==> config.mk <==
export PLATFORM = sky130hd
export DESIGN_NAME = icp_mem_arbiter
export DESIGN_NICKNAME = d
export VERILOG_FILES = /design/src/rtl/icp_mem_arbiter.sv
export SDC_FILE = /design/constraint.sdc
export NUM_CORES = 1
export LEC_CHECK = 0
export CAP_MARGIN = 25
export CORE_AREA = 10 10 136 138
export CTS_BUF_LIST = sky130_fd_sc_hd__clkbuf_4
export DETAILED_ROUTE_END_ITERATION = 6
export DIE_AREA = 0 0 146 148
export PLACE_DENSITY = 0.85
export SKIP_LAST_GASP = 1
export SLEW_MARGIN = 30
export SYNTH_ARGS = -nofsm -noshare
export SYNTH_HDL_FRONTEND = slang
export SYNTH_SLANG_ARGS = --single-unit
==> constraint.sdc <==
create_clock -name i_clk -period 3 [get_ports i_clk]
set_input_delay 0.75 -clock i_clk [delete_from_list [all_inputs] [get_ports i_clk]]
set_output_delay 0.75 -clock i_clk [all_outputs]
set_load 0.005 [all_outputs]
==> src/rtl/icp_mem_arbiter.sv <==
// Round-robin arbiter sharing one registered memory port between NUM_REQ requesters.
// Define ICP_ARB_LOCK_EN to let a requester hold the grant across consecutive requests.
module icp_mem_arbiter #(
    parameter int unsigned NUM_REQ = 2,
    parameter int unsigned ADDR_W  = 13,
    parameter int unsigned DATA_W  = 64,
    parameter int unsigned MEM_LAT = 1
) (
    input  logic                      i_clk,
    input  logic                      i_rst,
    input  logic [NUM_REQ-1:0]        i_req_valid,
    input  logic [2*NUM_REQ-1:0]      i_req_op,
    input  logic [ADDR_W*NUM_REQ-1:0] i_req_addr,
    input  logic [DATA_W*NUM_REQ-1:0] i_req_wdata,
    input  logic [NUM_REQ-1:0]        i_req_lock,
    output logic [NUM_REQ-1:0]        o_req_ready,
    output logic [NUM_REQ-1:0]        o_rsp_valid,
    output logic [DATA_W-1:0]         o_rsp_data,
    output logic [1:0]                o_mem_op,
    output logic [ADDR_W-1:0]         o_mem_addr,
    output logic [DATA_W-1:0]         o_mem_wdata,
    input  logic [DATA_W-1:0]         i_mem_rdata
);

    localparam int unsigned IdW     = $clog2(NUM_REQ);
    localparam logic [1:0]  OpNone  = 2'd0;
    localparam logic [1:0]  OpRead  = 2'd1;
    localparam logic [1:0]  OpWrite = 2'd2;

    logic [IdW-1:0]               last_grant_q;
    logic [NUM_REQ-1:0]           cand;
    logic [NUM_REQ-1:0]           grant_oh;
    logic [IdW-1:0]               grant_id;
    logic                         found;
    logic [IdW-1:0]               idx;
    logic                         accept;
    logic [1:0]                   grant_op;

    // Read tracker: stage MEM_LAT holds the read whose data is on i_mem_rdata now.
    logic [MEM_LAT:0]             pipe_vld_q;
    logic [MEM_LAT:0][IdW-1:0]    pipe_id_q;
    logic [NUM_REQ-1:0]           rsp_valid_q;
    logic [DATA_W-1:0]            rsp_data_q;
    logic [1:0]                   mem_op_q;
    logic [ADDR_W-1:0]            mem_addr_q;
    logic [DATA_W-1:0]            mem_wdata_q;

`ifdef ICP_ARB_LOCK_EN
    logic                         locked_q;
    logic [IdW-1:0]               owner_q;
    logic                         lock_hold;
    logic [NUM_REQ-1:0]           owner_oh;

    always_comb begin
        owner_oh  = '0;
        owner_oh[owner_q] = 1'b1;
        // Owner keeps the lock while it still asserts either valid or lock.
        lock_hold = locked_q && (i_req_valid[owner_q] || i_req_lock[owner_q]);
        cand      = lock_hold ? (i_req_valid & owner_oh) : i_req_valid;
    end
`else
    logic unused_lock;
    assign unused_lock = ^i_req_lock;
    assign cand        = i_req_valid;
`endif

    always_comb begin
        found    = 1'b0;
        grant_id = '0;
        grant_oh = '0;
        idx      = '0;
        for (int i = 1; i <= int'(NUM_REQ); i++) begin
            idx = IdW'((int'(last_grant_q) + i) % int'(NUM_REQ));
            if (!found && cand[idx]) begin
                found    = 1'b1;
                grant_id = idx;
            end
        end
        if (found && !i_rst) begin
            grant_oh[grant_id] = 1'b1;
        end
    end

    assign accept   = |grant_oh;
    assign grant_op = i_req_op[2*grant_id +: 2];

    always_ff @(posedge i_clk) begin
        if (i_rst) begin
            last_grant_q <= IdW'(NUM_REQ - 1);
            pipe_vld_q   <= '0;
            pipe_id_q    <= '0;
            rsp_valid_q  <= '0;
            rsp_data_q   <= '0;
            mem_op_q     <= OpNone;
            mem_addr_q   <= '0;
            mem_wdata_q  <= '0;
`ifdef ICP_ARB_LOCK_EN
            locked_q     <= 1'b0;
            owner_q      <= '0;
`endif
        end else begin
            mem_op_q      <= OpNone;
            pipe_vld_q[0] <= 1'b0;
            pipe_id_q[0]  <= grant_id;
            if (accept) begin
                last_grant_q <= grant_id;
                mem_addr_q   <= i_req_addr[ADDR_W*grant_id +: ADDR_W];
                mem_wdata_q  <= i_req_wdata[DATA_W*grant_id +: DATA_W];
                if (grant_op == OpRead || grant_op == OpWrite) begin
                    mem_op_q <= grant_op;
                end
                pipe_vld_q[0] <= (grant_op == OpRead);
            end
            for (int s = 1; s <= int'(MEM_LAT); s++) begin
                pipe_vld_q[s] <= pipe_vld_q[s-1];
                pipe_id_q[s]  <= pipe_id_q[s-1];
            end
            rsp_valid_q <= '0;
            if (pipe_vld_q[MEM_LAT]) begin
                rsp_valid_q[pipe_id_q[MEM_LAT]] <= 1'b1;
                rsp_data_q                      <= i_mem_rdata;
            end
`ifdef ICP_ARB_LOCK_EN
            if (accept) begin
                locked_q <= i_req_lock[grant_id];
                owner_q  <= grant_id;
            end else if (!lock_hold) begin
                locked_q <= 1'b0;
            end
`endif
        end
    end

    assign o_req_ready = grant_oh;
    assign o_rsp_valid = rsp_valid_q;
    assign o_rsp_data  = rsp_data_q;
    assign o_mem_op    = mem_op_q;
    assign o_mem_addr  = mem_addr_q;
    assign o_mem_wdata = mem_wdata_q;

endmodule

==> results by group, run 1 <==
Status
  • Outcome: complete, no violations

Floorplanning
  • Initial core utilization: 0.3802
  • DIE AREA: 21610 sq um
  • Core area: 15710 sq um
  • Row cnt: 46
  • # IOs: ~380
  • Die height: ~150 um
  • Chip width: 146 um

Routing
  • Drt pass-1 iters: 5
  • Vias per cell: 4.967
  • Post-Route WL: 23850 um
  • Residual DRC: 0
  • Initial DRC count: 324
  • DR vias: 6124
  • Routed wire length per instance: 19.34 um
  • DRT antenna net count: 0

Place
  • DP Wirelength: between 15000 and 20000 um
  • I/O Buffers: between 300 and 400
  • Placed Instances: 1200
  • GP Congestion: 0.8255

Clock tree
  • Setup Buffers After CTS: 0
  • Clock-pin slew on the worst setup and hold paths: between 0.1 and 0.15 ns
  • Total CTS buffers: 17
  • Skew-Pair Late Insertion Delay: 0.55 ns
  • Clock sinks: 150
  • CTS tree: yes
  • CTS max path bufs: 2
  • H-tree levels: 4
  • Root Buffer Master: clkbuf_4

Global routing
  • Largest net degree at the start of global routing: 145
  • Vias in the first global route: slightly below 6000
  • Initial antenna violation count: 2
  • First-pass GRT wire length: about 35000 um
  • Grt ovf: 0
  • All-Layer GR Usage: 0.2089

Power and ir drop
  • Peak VDD IR: 0.2240 mV
  • Power per cell area: 422.8 nW/um^2
  • Total Power: 0.004242 W
  • Pleak: 3.757 nW

Synth
  • Share of the synthesized area in the top cell type: 0.5026
  • Synth area leader: dfxtp_1
  • Post-synthesis instance total: roughly 670
  • Synth warnings: 0
  • Synthesized area per cell: 8.984 sq um
  • Post-Synthesis Cell Area: 5974 sq um
  • Synth Register Bits: 150
  • Syn nets: 894
  • Synth Flop Type: dfxtp_1
  • Sequential area share after synthesis: 0.5026
  • Post-synth EDFFs: 0
  • Synth top area cells: dfxtp_1, mux2i_1, nor2_1, a211oi_1, a21oi_1
  • Post-synth ARST share: 0
  • Post-synth cell types: 25

STA
  • Max Slew Vio Count: 0
  • Worst clock skew: 0.02252 ns
  • Fin. Hold Viols: 0
  • Final worst path period share: 0.9173
  • Rel. slew slack: 0.3840
  • RSZ-0062 raised after global routing: no
  • Smallest hold slack: 0.4102 ns
  • Worst slew pin tran: 0.9240 ns
  • Final min period: 2.752 ns
  • Max Fclk: 0.3634 GHz
  • Count of final setup violators: 0

Critical path
  • R2R Path Start: last_grant_q
  • FF-to-FF End: o_mem_op[1]
  • WP data required: 2.25 ns
  • Worst R2R Path Depth: 5
  • Delay of the slowest cell on the worst path: 0.54 ns
  • Critical path's slowest cell: clkdlybuf4s50_1
  • Register-to-Register Setup Slack: between 1 and 1.5 ns
  • Delay-heaviest family, CP: buffers and inverters
  • Critical Path Sink Type: output port
  • Critical Path Stages: 4
  • CP Cell Sequence: dlygate4sd2_1 > a21bo_2 > nor2_1 > clkdlybuf4s50_1
  • Worst setup SP type: input port
  • Worst path bufs/invs: 2
  • Crit. Startpoint: i_req_valid[0]
  • Crit path DAT: ~2 ns
  • Crit Path Max Fanout: 5
  • Critical path type: in2out

Flow run
  • Max-cap viol count: 0

Final layout
  • Fin cells: 1233
  • Filler instances: 1300
  • Nets: 1232
  • Share of cells above drive strength 1: 0.06010
  • Area Overhead vs Synth: 67.94%

Min path
  • Hold depth: 1
  • HP Class: reg2reg
  • Hold path endpoint: o_rsp_valid[0]
  • Min-delay src: pipe_id_q[1]
worst max path at each step:
stage / slack, ns / to
2_1_floorplan: 0.74 / o_req_ready[1]
3_3_place_gp: -0.26 / o_req_ready[0]
3_5_place_dp: -0.26 / o_req_ready[0]
4_1_cts: 0.23 / o_req_ready[1]
5_1_grt: 0.20 / o_req_ready[1]
6_report: 0.25 / o_req_ready[1]
timing repair:
item | in CTS | in global routing
hold buffers | 0 | 0
resized for setup | 4 | 0
endpoints found under the setup margin | 2 | 0
hold endpoints to repair | 0 | 0
cells by family (layout without fill, tap and decap cells):
group | count (synthesis) | in the layout | synth area share
AOI/OAI and AO/OA | 157 | 157 | 0.1807
adders and majority gates | 1 | 1 | 0.002094
buffers and inverters | 59 | 409 | 0.05110
DFF | 150 | 150 | 0.5026
muxes | 66 | 66 | 0.1114
other | 0 | 2 | 0
and+or+nand+nor | 232 | 232 | 0.1520
state kept, by name, summed over array words and instances (netlist names):
signal        flops
o_mem_wdata      64
o_rsp_data       64
o_mem_addr       13
o_mem_op          2
o_rsp_valid       2
pipe_id_q         2
pipe_vld_q        2
last_grant_q      1
layer usage:
metal / wire length [um] / track usage / part of all wire
met1: 9242 / 0.2268 / 0.39
met2: 11810 / 0.3590 / 0.50
met3: 2354 / 0.09280 / 0.099
met4: 428 / 0.06557 / 0.018
met5: 13 / 0 / 0.00055
report_power, final:
part	total, W	internal [W]	switching, W
Clock	0.00117	0.000423	0.000743
Combinational	0.000915	0.000564	0.000351
Sequential	0.00216	0.00210	0.0000594
Total	0.00424	0.00309	0.00115
layout make-up:
cell class              count  area (sq um)  share of cell area
repair buffers            378          3820              0.3807
diodes                      2         5.005           0.0004988
well taps                 216         270.3             0.02694
clock inverters            12         105.1             0.01048
multi-input cells         456          2684              0.2675
flip-flops and latches    150          3007              0.2997
clock buffers              19         142.6             0.01422
synth_stat cells, types with 2 or more instances:
cell type  count
nor3b_1        2
nor2_1       143
buf_2         28
a211oi_1      59
buf_6          5
dfxtp_1      150
mux2i_1       65
nand2_1       78
buf_4          3
clkbuf_1      23
a21oi_1       77
nor2b_1        2
a211oi_2      18
stage by stage:
stage	setup slack (ns)	area, sq um	setup TNS, ns	utilization
2_1_floorplan	0.7437	5974	0	-
3_3_place_gp	-0.2555	9752	-0.2854	0.6206
6_report	0.2481	10030	0	0.6386
5_1_grt	0.2008	10030	0	0.6384
4_1_cts	0.2295	10030	0	0.6382
3_5_place_dp	-0.2580	9779	-0.2852	0.6224
placed cells by master (no fill, tap or decap), types with 3 or more instances in the layout:
master           Yosys  final
a21oi_1             77     77
nand2_1             78     78
dlygate4sd2_1        0      3
mux2i_1             65     65
buf_4                3      3
clkdlybuf4s50_1      0    368
a211oi_1            59     59
clkinvlp_4           0      4
clkbuf_4             0     19
buf_12               0      3
a211oi_2            18     18
dfxtp_1            150    149
nor2_1             143    143
No activity file was read; power rests on OpenSTA's default activity.
==> run 2, diff against run 1 <==
--- a/config.mk
+++ b/config.mk
@@ -5,11 +5,12 @@
 export SDC_FILE = /design/constraint.sdc
 export NUM_CORES = 1
 export LEC_CHECK = 0
-export CAP_MARGIN = 25
+export CAP_MARGIN = 15
 export CORE_AREA = 10 10 136 138
 export CTS_BUF_LIST = sky130_fd_sc_hd__clkbuf_4
 export DETAILED_ROUTE_END_ITERATION = 6
 export DIE_AREA = 0 0 146 148
+export GPL_ROUTABILITY_DRIVEN = 0
 export PLACE_DENSITY = 0.85
 export SKIP_LAST_GASP = 1
 export SLEW_MARGIN = 30
==> results of run 2 <==
Same layout as run 1: the final DEF is identical, and so are final timing and power.
==> run 3, diff against run 2 <==
--- a/config.mk
+++ b/config.mk
@@ -8,6 +8,7 @@
 export CAP_MARGIN = 15
 export CORE_AREA = 10 10 136 138
 export CTS_BUF_LIST = sky130_fd_sc_hd__clkbuf_4
+export CTS_CLUSTER_SIZE = 8
 export DETAILED_ROUTE_END_ITERATION = 6
 export DIE_AREA = 0 0 146 148
 export GPL_ROUTABILITY_DRIVEN = 0
==> results of run 3 <==
Same layout as run 1: the final DEF is identical, and so are final timing and power.
